<file path="src/rtl/median_select_ctrl.sv">
// Quickselect sequencer for the median filter partition datapath: one median per window.
// Optional iteration counter output enabled by defining MEDIAN_SELECT_ITER_CNT_EN.
module median_select_ctrl #(
  parameter int         BUFF_SIZE     = 32,
  parameter int         BUFF_SIZE_BIT = $clog2(BUFF_SIZE) + 1,
  parameter logic [7:0] INIT_PIVOT    = 8'd128
) (
  input  logic                     clk,
  input  logic                     rst,
  input  logic                     start,
  input  logic [BUFF_SIZE_BIT-1:0] win_size,
  output logic                     busy,
  output logic [7:0]               pivot,
  output logic [BUFF_SIZE_BIT-1:0] buff_size,
  input  logic                     fill_done,
  input  logic [BUFF_SIZE_BIT-1:0] lower_size,
  input  logic [BUFF_SIZE_BIT-1:0] equal_size,
  input  logic [BUFF_SIZE_BIT-1:0] larger_size,
  input  logic [7:0]               min_lower,
  input  logic [7:0]               max_lower,
  input  logic [7:0]               min_larger,
  input  logic [7:0]               max_larger,
  output logic                     send_req,
  output logic                     sending,
  output logic                     recirc_sel,
  input  logic                     send_done,
  output logic [7:0]               median,
  output logic                     median_valid,
`ifdef MEDIAN_SELECT_ITER_CNT_EN
  output logic [3:0]               iter_count,
`endif
  input  logic                     median_ready
);

  localparam int BW = BUFF_SIZE_BIT;
  localparam logic [BW-1:0] ZERO_W = {BW{1'b0}};
  localparam logic [BW-1:0] ONE_W  = {{(BW-1){1'b0}}, 1'b1};

  typedef enum logic [2:0] {IDLE, FILL, DECIDE, SEND, DONE} state_t;

  state_t          state_r, state_s;
  logic [BW-1:0]   buff_size_r, buff_size_s, k_r, k_s;
  logic [BW-1:0]   l_r, l_s, e_r, e_s, g_r, g_s;
  logic [7:0]      pivot_r, pivot_s, lpivot_r, lpivot_s, median_r, median_s;
  logic [7:0]      min_l_r, min_l_s, max_l_r, max_l_s, min_g_r, min_g_s, max_g_r, max_g_s;
  logic            recirc_sel_r, recirc_sel_s;
  logic            busy_r, sending_r, send_req_r, median_valid_r;
  logic [8:0]      sum_lower_s, sum_larger_s;
  logic [3:0]      iter_r, iter_s;

  assign sum_lower_s  = {1'b0, min_l_r} + {1'b0, max_l_r};
  assign sum_larger_s = {1'b0, min_g_r} + {1'b0, max_g_r};

  // State register
  always_ff @(posedge clk) begin
    if (rst) begin
      state_r <= IDLE;
    end else begin
      state_r <= state_s;
    end
  end

  // Next-state and next datapath-register values
  always_comb begin
    state_s      = state_r;
    buff_size_s  = buff_size_r;
    k_s          = k_r;
    pivot_s      = pivot_r;
    lpivot_s     = lpivot_r;
    median_s     = median_r;
    recirc_sel_s = recirc_sel_r;
    l_s          = l_r;
    e_s          = e_r;
    g_s          = g_r;
    min_l_s      = min_l_r;
    max_l_s      = max_l_r;
    min_g_s      = min_g_r;
    max_g_s      = max_g_r;
    iter_s       = iter_r;
    case (state_r)
      IDLE: begin
        if (start && (win_size != ZERO_W)) begin
          buff_size_s = win_size;
          k_s         = (win_size - ONE_W) >> 1;
          pivot_s     = INIT_PIVOT;
          iter_s      = 4'd0;
          state_s     = FILL;
        end else begin
          state_s = IDLE;
        end
      end
      FILL: begin
        if (fill_done) begin
          l_s      = lower_size;
          e_s      = equal_size;
          g_s      = larger_size;
          min_l_s  = min_lower;
          max_l_s  = max_lower;
          min_g_s  = min_larger;
          max_g_s  = max_larger;
          lpivot_s = pivot_r;
          iter_s   = (iter_r == 4'd15) ? 4'd15 : iter_r + 4'd1;
          state_s  = DECIDE;
        end else begin
          state_s = FILL;
        end
      end
      DECIDE: begin
        if (k_r < l_r) begin
          if (min_l_r == max_l_r) begin
            median_s = min_l_r;
            state_s  = DONE;
          end else begin
            buff_size_s  = l_r;
            pivot_s      = 8'(sum_lower_s >> 1);
            recirc_sel_s = 1'b0;
            state_s      = SEND;
          end
        end else if (k_r < (l_r + e_r)) begin
          median_s = lpivot_r;
          state_s  = DONE;
        end else begin
          k_s = k_r - l_r - e_r;
          if (min_g_r == max_g_r) begin
            median_s = min_g_r;
            state_s  = DONE;
          end else begin
            buff_size_s  = g_r;
            pivot_s      = 8'(sum_larger_s >> 1);
            recirc_sel_s = 1'b1;
            state_s      = SEND;
          end
        end
      end
      SEND: begin
        if (send_done) begin
          state_s = FILL;
        end else begin
          state_s = SEND;
        end
      end
      DONE: begin
        if (median_valid_r && median_ready) begin
          state_s = IDLE;
        end else begin
          state_s = DONE;
        end
      end
      default: begin
        state_s = IDLE;
      end
    endcase
  end

  // Datapath registers and registered status outputs, derived from the next state
  always_ff @(posedge clk) begin
    if (rst) begin
      buff_size_r    <= ZERO_W;
      k_r            <= ZERO_W;
      l_r            <= ZERO_W;
      e_r            <= ZERO_W;
      g_r            <= ZERO_W;
      pivot_r        <= INIT_PIVOT;
      lpivot_r       <= 8'd0;
      median_r       <= 8'd0;
      min_l_r        <= 8'd0;
      max_l_r        <= 8'd0;
      min_g_r        <= 8'd0;
      max_g_r        <= 8'd0;
      recirc_sel_r   <= 1'b0;
      iter_r         <= 4'd0;
      busy_r         <= 1'b0;
      sending_r      <= 1'b0;
      send_req_r     <= 1'b0;
      median_valid_r <= 1'b0;
    end else begin
      buff_size_r    <= buff_size_s;
      k_r            <= k_s;
      l_r            <= l_s;
      e_r            <= e_s;
      g_r            <= g_s;
      pivot_r        <= pivot_s;
      lpivot_r       <= lpivot_s;
      median_r       <= median_s;
      min_l_r        <= min_l_s;
      max_l_r        <= max_l_s;
      min_g_r        <= min_g_s;
      max_g_r        <= max_g_s;
      recirc_sel_r   <= recirc_sel_s;
      iter_r         <= iter_s;
      busy_r         <= (state_s != IDLE);
      sending_r      <= (state_s == SEND);
      send_req_r     <= (state_s == SEND) && (state_r != SEND);
      median_valid_r <= (state_s == DONE);
    end
  end

  assign busy         = busy_r;
  assign pivot        = pivot_r;
  assign buff_size    = buff_size_r;
  assign send_req     = send_req_r;
  assign sending      = sending_r;
  assign recirc_sel   = recirc_sel_r;
  assign median       = median_r;
  assign median_valid = median_valid_r;
`ifdef MEDIAN_SELECT_ITER_CNT_EN
  assign iter_count   = iter_r;
`endif

endmodule

</file>
<file path="config.mk">
export PLATFORM = sky130hd
export DESIGN_NAME = median_select_ctrl
export DESIGN_NICKNAME = d
export VERILOG_FILES = /design/src/rtl/median_select_ctrl.sv
export SDC_FILE = /design/constraint.sdc
export NUM_CORES = 1
export LEC_CHECK = 0
export ABC_AREA = 1
export BUFFER_PORTS_ARGS = -buffer_cell sky130_fd_sc_hd__buf_2
export CORE_MARGIN = 2
export CORE_UTILIZATION = 35
export DETAILED_ROUTE_END_ITERATION = 16
export PLACE_DENSITY = 0.64
export SLEW_MARGIN = 20
export SYNTH_ARGS = -nofsm -noshare
export SYNTH_HDL_FRONTEND = slang
export SYNTH_SLANG_ARGS = --single-unit
export TNS_END_PERCENT = 30
</file>
<file path="constraint.sdc">
create_clock -name clk -period 6.8 [get_ports clk]
set_input_delay 1.36 -clock clk [delete_from_list [all_inputs] [get_ports clk]]
set_output_delay 1.36 -clock clk [all_outputs]
set_load 0.1 [all_outputs]
</file>
==> qor.csv <==
stage,metric,value,unit
synth,synth_edf_count,0,
setup_path,worstSetupStartpointType,register,
global_routing,grt_pass1_wl,23500,µm
setup_path,critical_path_buf_inv_count,2,
floorplan,die_y,131,µm
global_routing,overflow,0,
synth,synthSimpleGateAreaFrac,0.295,
place,hpwl,11000,µm
timing,hold_viol_final,0,
timing,finalSetupViolCount,0,
clock_network,cts_buffer_depth,2,
pwr,p_leak,3.16,nW
synth,synth-compound-area-share,0.133,
pwr,max-vdd-ir-drop,146,µV
routing,finalWirelength,14300,µm
global_routing,grt_max_degree,77,
clock_network,htreeDepth,3,
pwr,p_sw_frac,0.422,
clock_network,cts_setup_buffers,0,
hold_path,hold_class,reg -> reg,
synth,netlist-cell-type-count,32,
timing,relSlewSlack,0.506,
pwr,p_per_area,315,nW/µm²
synth,syn-cell-area,5610,µm²
setup_path,cp_max_fo,29,
synth,ys_seq_elements,94,
synth,seq_area_frac_synth,0.335,
setup_path,crit_family,simple AND/OR/NAND/NOR gates,
clock_network,cts-buffers-inserted,9,
timing,drv_slew,0,
setup_path,criticalPathCategory,reg -> reg,
timing,holdWs,0.457,ns
pwr,p_switching,0.868,mW
floorplan,die_w,131,µm
cells_and_area,nNetsFinal,1011,
synth,synthMuxAreaShare,0,
cells_and_area,final_cell_mix,"nand2_1, nor2_1, dfxtp_1, buf_2, inv_1",
clock_network,clkTransAtPathRegs,0.07,ns
cells_and_area,drive_gt1_frac,0.135,
cells_and_area,antennaDiodeCount,0,
setup_path,slowest_stage,nand3_2,
clock_network,cts_tree,built,
setup_path,critical_path_arrival,3.47,ns
timing,fin_skew,0.0139,ns
floorplan,dieArea,17100,µm²
run,maxCapViolCount,0,
setup_path,worstSetupEndpointType,register,
synth,synth_largest_area_cell,dfxtp_1,
synth,syn_inst,827,
routing,wl_per_cell,12.8,µm
floorplan,rows,46,
timing,period_share,0.468,
clock_network,clk_latency,0.36,ns
setup_path,max_stage_delay,0.46,ns
setup_path,cp.required,7.09,ns
pwr,p_int,1.19,mW
clock_network,cts_sinks,94,
setup_path,path_cells,"inv_1, ha_1, nand3_1, nand3_1, nand2_1, nand2_1, a21oi_1, xnor2_1, ha_1, nand2_1, nor2_1, nand2_1, nand3_1, nand2_1, nand2_1, nand3_2, clkinv_2, nand2_1, a21oi_1",
clock_network,cts_root_buf,clkbuf_16,
synth,syn_nets,942,
timing,fmax,0.314,GHz
synth,synth_top_area_frac,0.335,
pwr,comb_power_share,0.403,
routing,viasPerCell,4.75,
timing,worstMarginPinSlew,0.739,ns
synth,synthTopCellsByArea,"dfxtp_1, nand2_1, ha_1, nor2_1, o21ai_0",
synth,synthFlopType,dfxtp_1,
clock_network,ctsHoldBuffers,0,
routing,dr.first_iter.drc_count,335,
cells_and_area,syn2layout_area_growth,16.2,%
synth,ys_warn_count,0,
floorplan,ios,89,
global_routing,first_global_vias,4831,
routing,vias,5305,
synth,async_flop_share,0,
synth,synth_top_family_by_area,simple AND/OR/NAND/NOR gates,
place,globalplace.congestion,0.903,
global_routing,grt_usage,0.176,
routing,antenna_left,0,
synth,synth_adder_area_share,0.129,
place,place.port_buffers,88,
pwr,clockPowerShare,0.273,
timing,tns,0,ns
timing,rsz0062_at_grt,false,
cells_and_area,layout_commonest_cell,nand2_1,
global_routing,antenna_found_initial,0,
synth,synth.avg_cell_area,6.78,µm²
setup_path,cp_common_cell,nand2_1,
timing,min_period,3.18,ns
routing,drt_pass1_iterations,5,
clock_network,cts_resized,0,
synth,synth_xor_area_frac,0.0187,
routing,drc,0,
floorplan,core_area,15800,µm²
floorplan,start_util,0.356,
pwr,seqPwrFrac,0.324,
status,status,finished clean,
synth_stat cells, types with 3 or more instances:
cell      count
nand2_1     170
nor2_1      147
dfxtp_1      94
inv_1        86
o21ai_0      83
nand3_1      61
a21oi_1      53
ha_1         45
clkbuf_1     22
fa_1          8
buf_2         7
nand3b_1      7
nand4_1       7
xnor2_1       6
xor2_1        6
inv_2         3
o21a_1        3
kinds of logic after synthesis:
family                     count (synthesis)
DFF                                       94
adders and majority gates                 53
and+or+nand+nor                          401
xor gates and xnor gates                  12
buffers and inverters                    124
AOI/OAI and AO/OA                        143
per-layer routing:
layer / GRT usage / wire (µm) / up-vias
met5: 0 / 0 / -
met3: 0.0338 / 634 / 20
met1: 0.243 / 7170 / 2379
met2: 0.279 / 6190 / 119
met4: 0.0544 / 304 / 0
li1: - / - / 2787
tightest hold or removal path, stage by stage, from the launching register on:
cell	delay [ns]
dfxtp_1	0.29
inv_1	0.06
a21oi_1	0.05
layout make-up:
class                      count  area (µm²)
sequential                    94        1880
timing repair buffer          91         463
multi-input combinational    609        3230
tap                          216         270
clock buffer                   9         225
inverter                      91         343
fill                        1726        9250
clock inverter                 7         104
stage by stage:
| step | setup slack (ns) | instances | cell area, µm² | utilization | total power [mW] |
|---|---|---|---|---|---|
| 3_3_place_gp | 3.59 | 1101 | 6190 | 0.393 | 1.50 |
| 3_5_place_dp | 3.61 | 1101 | 6190 | 0.393 | 1.51 |
| 4_1_cts | 3.62 | 1117 | 6520 | 0.413 | 2.07 |
| 5_1_grt | 3.24 | 1117 | 6520 | 0.413 | 2.21 |
| 2_1_floorplan | 4.25 | 827 | 5610 | - | 1.33 |
| 6_report | 3.62 | 1117 | 6520 | 0.413 | 2.06 |
registers in the layout, indices dropped and copies added (netlist names):
register,count
min_g_r,8
pivot,8
k_r,6
median,8
max_g_r,8
lpivot_r,8
buff_size,6
max_l_r,8
median_valid,1
state_r,3
g_r,6
sending,1
busy,1
min_l_r,8
send_req,1
recirc_sel,1
e_r,6
l_r,6
worst paths after layout:
path                             start       end  slack [ns]  cells after the start
worst max-delay path            l_r[2]  pivot[5]        3.62                     19
worst min register to register  g_r[5]    g_r[5]        0.46                      2
worst max register to register  l_r[2]  pivot[5]        3.62                     19
worst min-delay path            g_r[5]    g_r[5]        0.46                      2
power groups by stage:
stage | clock (mW) | combinational (mW) | sequential (mW)
after global routing | 0.594 | 0.938 | 0.676
after detailed placement | 0 | 0.828 | 0.679
after floorplan | 0 | 0.525 | 0.803
after CTS | 0.572 | 0.831 | 0.667
final | 0.560 | 0.828 | 0.667
after global placement | 0 | 0.820 | 0.679
Note: power is estimated with default switching activity, not from simulation.
